<file path="config.mk">
export PLATFORM = sky130hd
export DESIGN_NAME = fp_mul_product_pipe
export DESIGN_NICKNAME = d
export VERILOG_FILES = /design/src/rtl/fp_mul_product_pipe.sv
export SDC_FILE = /design/constraint.sdc
export NUM_CORES = 2
export LEC_CHECK = 0
export ABC_AREA = 1
export BUFFER_PORTS_ARGS = -buffer_cell sky130_fd_sc_hd__buf_2
export CAP_MARGIN = 5
export CELL_PAD_IN_SITES_DETAIL_PLACEMENT = 0
export CELL_PAD_IN_SITES_GLOBAL_PLACEMENT = 2
export CORE_ASPECT_RATIO = 0.9
export CORE_UTILIZATION = 37
export DETAILED_ROUTE_END_ITERATION = 8
export PLACE_DENSITY_LB_ADDON = 0.12
export SLEW_MARGIN = 20
export SYNTH_ARGS = -nofsm -noshare
export SYNTH_HDL_FRONTEND = slang
export SYNTH_SLANG_ARGS = --single-unit
</file>
<file path="constraint.sdc">
create_clock -name clk -period 2.5 [get_ports clk]
set_input_delay 0.125 -clock clk [delete_from_list [all_inputs] [get_ports clk]]
set_output_delay 0.125 -clock clk [all_outputs]
set_load 0.05 [all_outputs]
</file>
<file path="src/rtl/fp_mul_product_pipe.sv">
// fp_mul_product_pipe
// Front half of the pipelined FP32 multiplier. Unpacks two positive
// {exp[30:23], frac[22:0]} operands, forms the exact 48-bit mantissa product
// (implicit one included) and the signed unbiased exponent sum. It also
// carries a side operand and an error flag alongside the data.
//
// Handshake: valid marks one transaction in the current cycle. There is no
// backpressure, so every transaction is accepted. Two cycles after the cycle
// in which valid was high, ready pulses for exactly one cycle. The data
// outputs and error_out belong to that transaction while ready is high. When
// ready is low, the data outputs hold their last value and error_out reads 0.
module fp_mul_product_pipe #(
  parameter bit END = 1'b0
) (
  input  logic        clk,
  input  logic        rst_n,
  input  logic        valid,
  input  logic [30:0] float_in_a,
  input  logic [30:0] float_in_b,
  input  logic [30:0] float_in_2,
  input  logic        error_in,
  output logic [47:0] M_out_mul,
  output logic [7:0]  E_out_mul,
  output logic [30:0] float_out_2,
  output logic        ready,
  output logic        error_out
);

  // Operand unpacking
  logic [7:0]  exp_a;
  logic [7:0]  exp_b;
  logic [23:0] ma;
  logic [23:0] mb;

  assign exp_a = float_in_a[30:23];
  assign exp_b = float_in_b[30:23];
  assign ma    = {1'b1, float_in_a[22:0]};
  assign mb    = {1'b1, float_in_b[22:0]};

  // Stage 1 combinational terms: two 24x12 partial products and exponent sum
  logic [35:0]        p_lo_d;
  logic [35:0]        p_hi_d;
  logic signed [9:0]  es_d;
  logic               bad_d;

  assign p_lo_d = 36'(ma) * 36'(mb[11:0]);
  assign p_hi_d = 36'(ma) * 36'(mb[23:12]);
  // Range of the sum is -254..+256, which fits a 10-bit signed value.
  assign es_d   = $signed({2'b00, exp_a}) + $signed({2'b00, exp_b}) - 10'sd254;
  assign bad_d  = (exp_a == 8'd0) | (exp_a == 8'hFF) |
                  (exp_b == 8'd0) | (exp_b == 8'hFF);

  // Stage 1 registers
  logic               v1;
  logic [35:0]        p_lo_r;
  logic [35:0]        p_hi_r;
  logic signed [9:0]  es_r;
  logic               bad_r;
  logic [30:0]        f2_r1;
  logic               err_r1;

  // Stage 1: capture partial products and side data when valid is high
  always_ff @(posedge clk or negedge rst_n) begin
    if (!rst_n) begin
      v1     <= 1'b0;
      p_lo_r <= '0;
      p_hi_r <= '0;
      es_r   <= '0;
      bad_r  <= 1'b0;
      f2_r1  <= '0;
      err_r1 <= 1'b0;
    end else begin
      v1 <= valid;
      if (valid) begin
        p_lo_r <= p_lo_d;
        p_hi_r <= p_hi_d;
        es_r   <= es_d;
        bad_r  <= bad_d;
        f2_r1  <= float_in_2;
        err_r1 <= error_in;
      end
    end
  end

  // Stage 2 combinational terms: recombine partial products, error policy
  logic [47:0] m_d;
  logic        range_bad;
  logic        err_d;

  // The product of two 24-bit mantissas is below 2^48, so the sum cannot
  // overflow the 48-bit result.
  assign m_d       = {12'd0, p_lo_r} + {p_hi_r, 12'd0};
  // +126 leaves room for the +1 applied when the downstream stage normalises.
  assign range_bad = (es_r > 10'sd126) | (es_r < -10'sd126);
  assign err_d     = END ? (err_r1 | bad_r | range_bad) : err_r1;

  // Stage 2 registers
  logic        v2;
  logic [47:0] m_r;
  logic [7:0]  e_r;
  logic [30:0] f2_r2;
  logic        err_r2;

  // Stage 2: capture the finished product when stage 1 holds a transaction
  always_ff @(posedge clk or negedge rst_n) begin
    if (!rst_n) begin
      v2     <= 1'b0;
      m_r    <= '0;
      e_r    <= '0;
      f2_r2  <= '0;
      err_r2 <= 1'b0;
    end else begin
      v2 <= v1;
      if (v1) begin
        m_r    <= m_d;
        e_r    <= es_r[7:0];
        f2_r2  <= f2_r1;
        err_r2 <= err_d;
      end
    end
  end

  assign M_out_mul   = m_r;
  assign E_out_mul   = e_r;
  assign float_out_2 = f2_r2;
  assign ready       = v2;
  assign error_out   = v2 & err_r2;

endmodule

</file>
# After elaboration in Yosys (flattened, before gate mapping)
# Index checks and enable logic that the tools add are counted.
dict set report totals {
  register_bits 202
  latch_bits 0
  ram_bits 0
  rom_bits 0
  elab_cells 17
  mem_count 0
}
dict set report op_classes {
  n_addsub 3
  n_mul 2
  div 0
  order_cmp 0
  eq_ne 0
  shifts 0
  muxes 0
  n_bitwise 1
  n_reduce_logical 0
}
# operator n
set op_table {}
lappend op_table {{24-bit by 12-bit multiplier with 36-bit output} 2}
lappend op_table {{36-bit by 48-bit adder with 48-bit output} 1}
lappend op_table {{8-bit adder} 1}
lappend op_table {{8-bit subtractor, second input constant} 1}
lappend op_table {{1-bit bitwise AND} 1}

# Logic depth before layout (Yosys ltp)
dict set report logic_depth {
  depth_word 2
  depth_mapped 24
  ltp_nobuf 23
}

# Least setup slack after synthesis
# OpenSTA, ideal clock, no wires.
dict set report synth_timing {
  path_kind {input -> register}
  from {input port float_in_b[3]}
  to {register p_lo_r[32]}
  setup_ps 118
  t_arrival_ps 4248
  slack_ps -1866
  cell_stages 22
  n_path_buf 1
  path_cell_list {clkbuf_1 -> inv_1 -> fa_1 -> inv_1 -> fa_1 -> inv_1 -> fa_1 -> inv_1 -> fa_1 -> inv_1 -> fa_1 -> inv_1 -> ha_1 -> nand2_1 -> nor2_1 -> inv_1 -> nor3_1 -> nand3_1 -> nand2_1 -> nand2_1 -> nand3_1 -> nand2_1}
}
dict set report synth_between {
  elab_chain_cells 1
}
# item line
set synth_rtl {}
lappend synth_rtl {{start, declared} 19} ;# input logic [30:0] float_in_b,
lappend synth_rtl {{24-bit by 12-bit multiplier with 36-bit output} 46} ;# assign p_lo_d = 36'(ma) * 36'(mb[11:0]);
lappend synth_rtl {{end signal, assigned} 75} ;# p_lo_r <= p_lo_d;
lappend synth_rtl {{end, declared} 55} ;# logic [35:0] p_lo_r;
# Every way passes these cells.
# A chain may end at the register's enable or synchronous reset.

# Worst setup path after layout
dict set report layout_timing {
  from {input port float_in_a[6]}
  to {register p_hi_r[16]}
}
dict set report layout_between {
  elab_chain_cells 1
}
# item line
set layout_rtl {}
lappend layout_rtl {{start, declared} 18} ;# input logic [30:0] float_in_a,
lappend layout_rtl {{24-bit by 12-bit multiplier with 36-bit output} 47} ;# assign p_hi_d = 36'(ma) * 36'(mb[23:12]);
lappend layout_rtl {{end signal, assigned} 76} ;# p_hi_r <= p_hi_d;
lappend layout_rtl {{end, declared} 56} ;# logic [35:0] p_hi_r;
# Every way passes these cells.

==> impl_metrics.ini <==
[drt]
vias = 25300
firstDrtPassIters = 5
ant_nets = 0
drc_errors = 0
routed_wl_mm = 91.8
via_per_inst = 4.63
wl_per_cell_microns = 16.8
drtIter0Drc = 1051

[logic_synthesis]
synthMuxAreaShare_pct = 0
syn-num-nets = 4601
synthCells = 3878
yosysTopAreaCellShare_pct = 30.9
synth_area_sq_mm = 0.0286
synth-simple-area-share_pct = 23.8
ys_ff_latch = 202
yosysMostFrequentCell = nand2_1
synth_cell_types = 36
synth_xor_area_share_pct = 1.38
ys_warn_count = 0
async_flop_share_pct = 100
synth_top_family_by_area = adder cells
ys_dominant_reg_cell = dfrtp_1
synth_area_leaders = fa_1 (31%), nand2_1 (18%), dfrtp_1 (18%)
yosysSeqAreaShare_pct = 17.6
synthAdderAreaFrac_pct = 38.9
synth_compound_area_share_pct = 4.41
synth-edff-count = 0
synth.top_cells.by_count = nand2_1 (1,388), inv_1 (916), fa_1 (442), dfrtp_1 (202), ha_1 (184)
avgSynthCellArea_sq_um = 7.39
yosysTopAreaCell = fa_1

[clock_network]
clk_latency_ns = 0.53
cts_tree = yes
cts_buffer_depth = 3
clk_pin_slew_ns = 0.07
cts_sinks = 202
cts_root_buf = clkbuf_16
htreeDepth = 1
numCtsBuffers = 21

[worst_setup_path]
end_kind = flip-flop
cp_cell_sequence = buf_8, buf_12, buf_6, nand2_2, fa_1, inv_2, fa_1, fa_2, fa_1, inv_2, fa_1, inv_2, ha_4, buf_4, a21oi_4, buf_6, o21ai_4, inv_2, nand3_4, buf_6, xnor2_4, o21ai_1
crit_required_ns = 2.90
worstReg2RegStart = p_lo_r[12]$_DFFE_PN0P_
path_delay_family = adder cells
r2r_slack_ns = 0.21
worstPathMaxFanout = 5
arrival_ns = 4.52
start_kind = primary input
criticalPathCategory = in2reg
worst_r2r_path_depth = 15
critPathMaxStageDelay_ns = 0.57
timing.rr.end = M_out_mul[34]$_DFFE_PN0P_
slowest_stage = fa_1
crit_buf_inv = 10

[grt]
grt_max_degree = 74
grt_pass1_vias = 26700
groute.usage.overall_pct = 24.1
met1_usage_pct = 31.8
grt-busiest-layer = met2
grtUsageMet2_pct = 42.9
use_met3_pct = 2.72
overflow = 0
grt_pass1_wl_mm = 147
antenna_found_initial = 0

[job]
maxCapViolCount = 0

[timing]
setup_tns_ns = -83.56
slew_headroom_pct = 40.7
final.setup_skew_ns = 0.0246
tightest_slew_ns = 0.890
period_minus_slack_ns = 4.12
layout_setup_ws_ns = -1.62
hold_ws_ns = 0.0417
max_freq_ghz = 0.243
setup_violations = 62
rsz0062_at_grt = yes
report.final.slew_viol_count = 0
period_share_pct = 165
hold_violations = 0

[floorplanning]
rows = 96
die_y_microns = 266
die_area_sq_mm = 0.0785
coreArea_sq_mm = 0.0764
initial_core_util_pct = 37.5
io-pin-count = 186
die_w_microns = 295

[run_status]
violations = negative setup slack
status = finished with violations

[cells_and_area]
design_area_sq_mm = 0.0398
layout-drive-gt1-share_pct = 29.2
final_net_count = 5148
antenna_cells = 0
ff_latch_area_sq_mm = 0.00506
fillers = 7561
area_growth_pct = 39.0
multiInputGateArea_sq_mm = 0.0228

[min_path]
hold_end = f2_r1[1]$_DFFE_PN0P_
worstHoldPathCells = 4
min_from = valid
hold_class = in2reg

[place]
dpl_cell_area_sq_mm = 0.0347
dpl.hpwl_mm = 71.1
place_congestion = 0.836
buffer_ports.inserted = 185
## kinds of logic (layout without fill, tap and decap cells)
kind of cell	count (synthesis)	in the layout
AO/OA/AOI/OAI	241	241
AND/OR/NAND/NOR	1711	1711
buffers and inverters	1053	1615
XOR/XNOR	45	45
flip-flops	202	202
adder cells (fa/ha/maj)	626	626
## routing by layer
metal,wire [microns],part of all wire [%]
met1,40700,44
met2,46100,50
met3,3450,3.8
met4,1520,1.7
met5,0,0
## worst register-to-register path: stages, from the launching register on
cell and delay, ns:
dfrtp_1 0.42, ha_1 0.24, inv_1 0.07, fa_1 0.35, inv_1 0.09, nand3_1 0.13
nor2_1 0.12, nand2_1 0.07, nand3_2 0.11, nand2_1 0.06, nand2_1 0.17, nand2_1 0.10
nand2_1 0.07, nand2_1 0.05, nand3_1 0.10, nand2_1 0.06
## state kept, by name, summed over array words and instances, names as in the netlist
name	count
M_out_mul	48
err_d	1
float_out_2	31
f2_r1	31
p_lo_r	36
E_out_mul	8
es_r	8
v1	1
err_r2	1
ready	1
p_hi_r	36
## how the worst max path moves through the flow
stage | end | from | cells past startpoint
2_1_floorplan | p_hi_r[18]$_DFFE_PN0P_ | float_in_b[18] | 20
4_1_cts | p_hi_r[33]$_DFFE_PN0P_ | float_in_a[6] | 23
6_report | p_hi_r[16]$_DFFE_PN0P_ | float_in_a[6] | 22
5_1_grt | p_hi_r[33]$_DFFE_PN0P_ | float_in_b[21] | 24
3_3_place_gp | p_hi_r[17]$_DFFE_PN0P_ | float_in_b[18] | 18
3_5_place_dp | p_hi_r[33]$_DFFE_PN0P_ | float_in_b[18] | 20
## through the flow
step | worst slack [ns] | cells | util [%]
CTS | -1.53 | 5442 | 50.9
floorplan | -1.63 | 3878 | -
detailed placement | -2.52 | 5290 | 45.4
finish | -1.62 | 5469 | 52.1
global placement | -2.55 | 5290 | 45.4
global route | -1.75 | 5469 | 52.1
## what timing repair did
| action | 4_1_cts | 5_1_grt |
|---|---|---|
| gates cloned | 17 | 2 |
| buffers inserted | 67 | 33 |
| endpoints found under the setup margin | 64 | 63 |
| resized for setup | 571 | 202 |
| hold buffers | 35 | 0 |
| pin swaps | 224 | 184 |
| hold endpoints to repair | 204 | 0 |
## cell type report
class / count / share of cell area [%]
multi-input cells: 2623 / 57.2
well taps: 1029 / 3.23
inverters: 918 / 8.69
clock buffers: 28 / 1.46
clock inverters: 10 / 0.170
repair buffers: 659 / 16.5
flip-flops and latches: 202 / 12.7
## layout by cell type (no fill, tap or decap), drive strengths merged
cell type    instances
a21boi               3
a21o                 2
a21oi              108
a31oi                2
and2                 4
buf                618
bufbuf               4
clkbuf              30
clkinv               8
clkinvlp             1
dfrtp              202
dlygate4sd3         35
fa                 442
ha                 184
inv                919
nand2             1406
nand3              119
nand3b              12
nand4               13
nor2               128
nor3                19
nor4                 4
o21a                 2
o21ai              118
o21bai               6
or2                  6
xnor2               39
xor2                 6
Power is left out: the tool's default activity adds up to more than one toggle a clock period on the data nets, which glitch-free logic cannot reach.
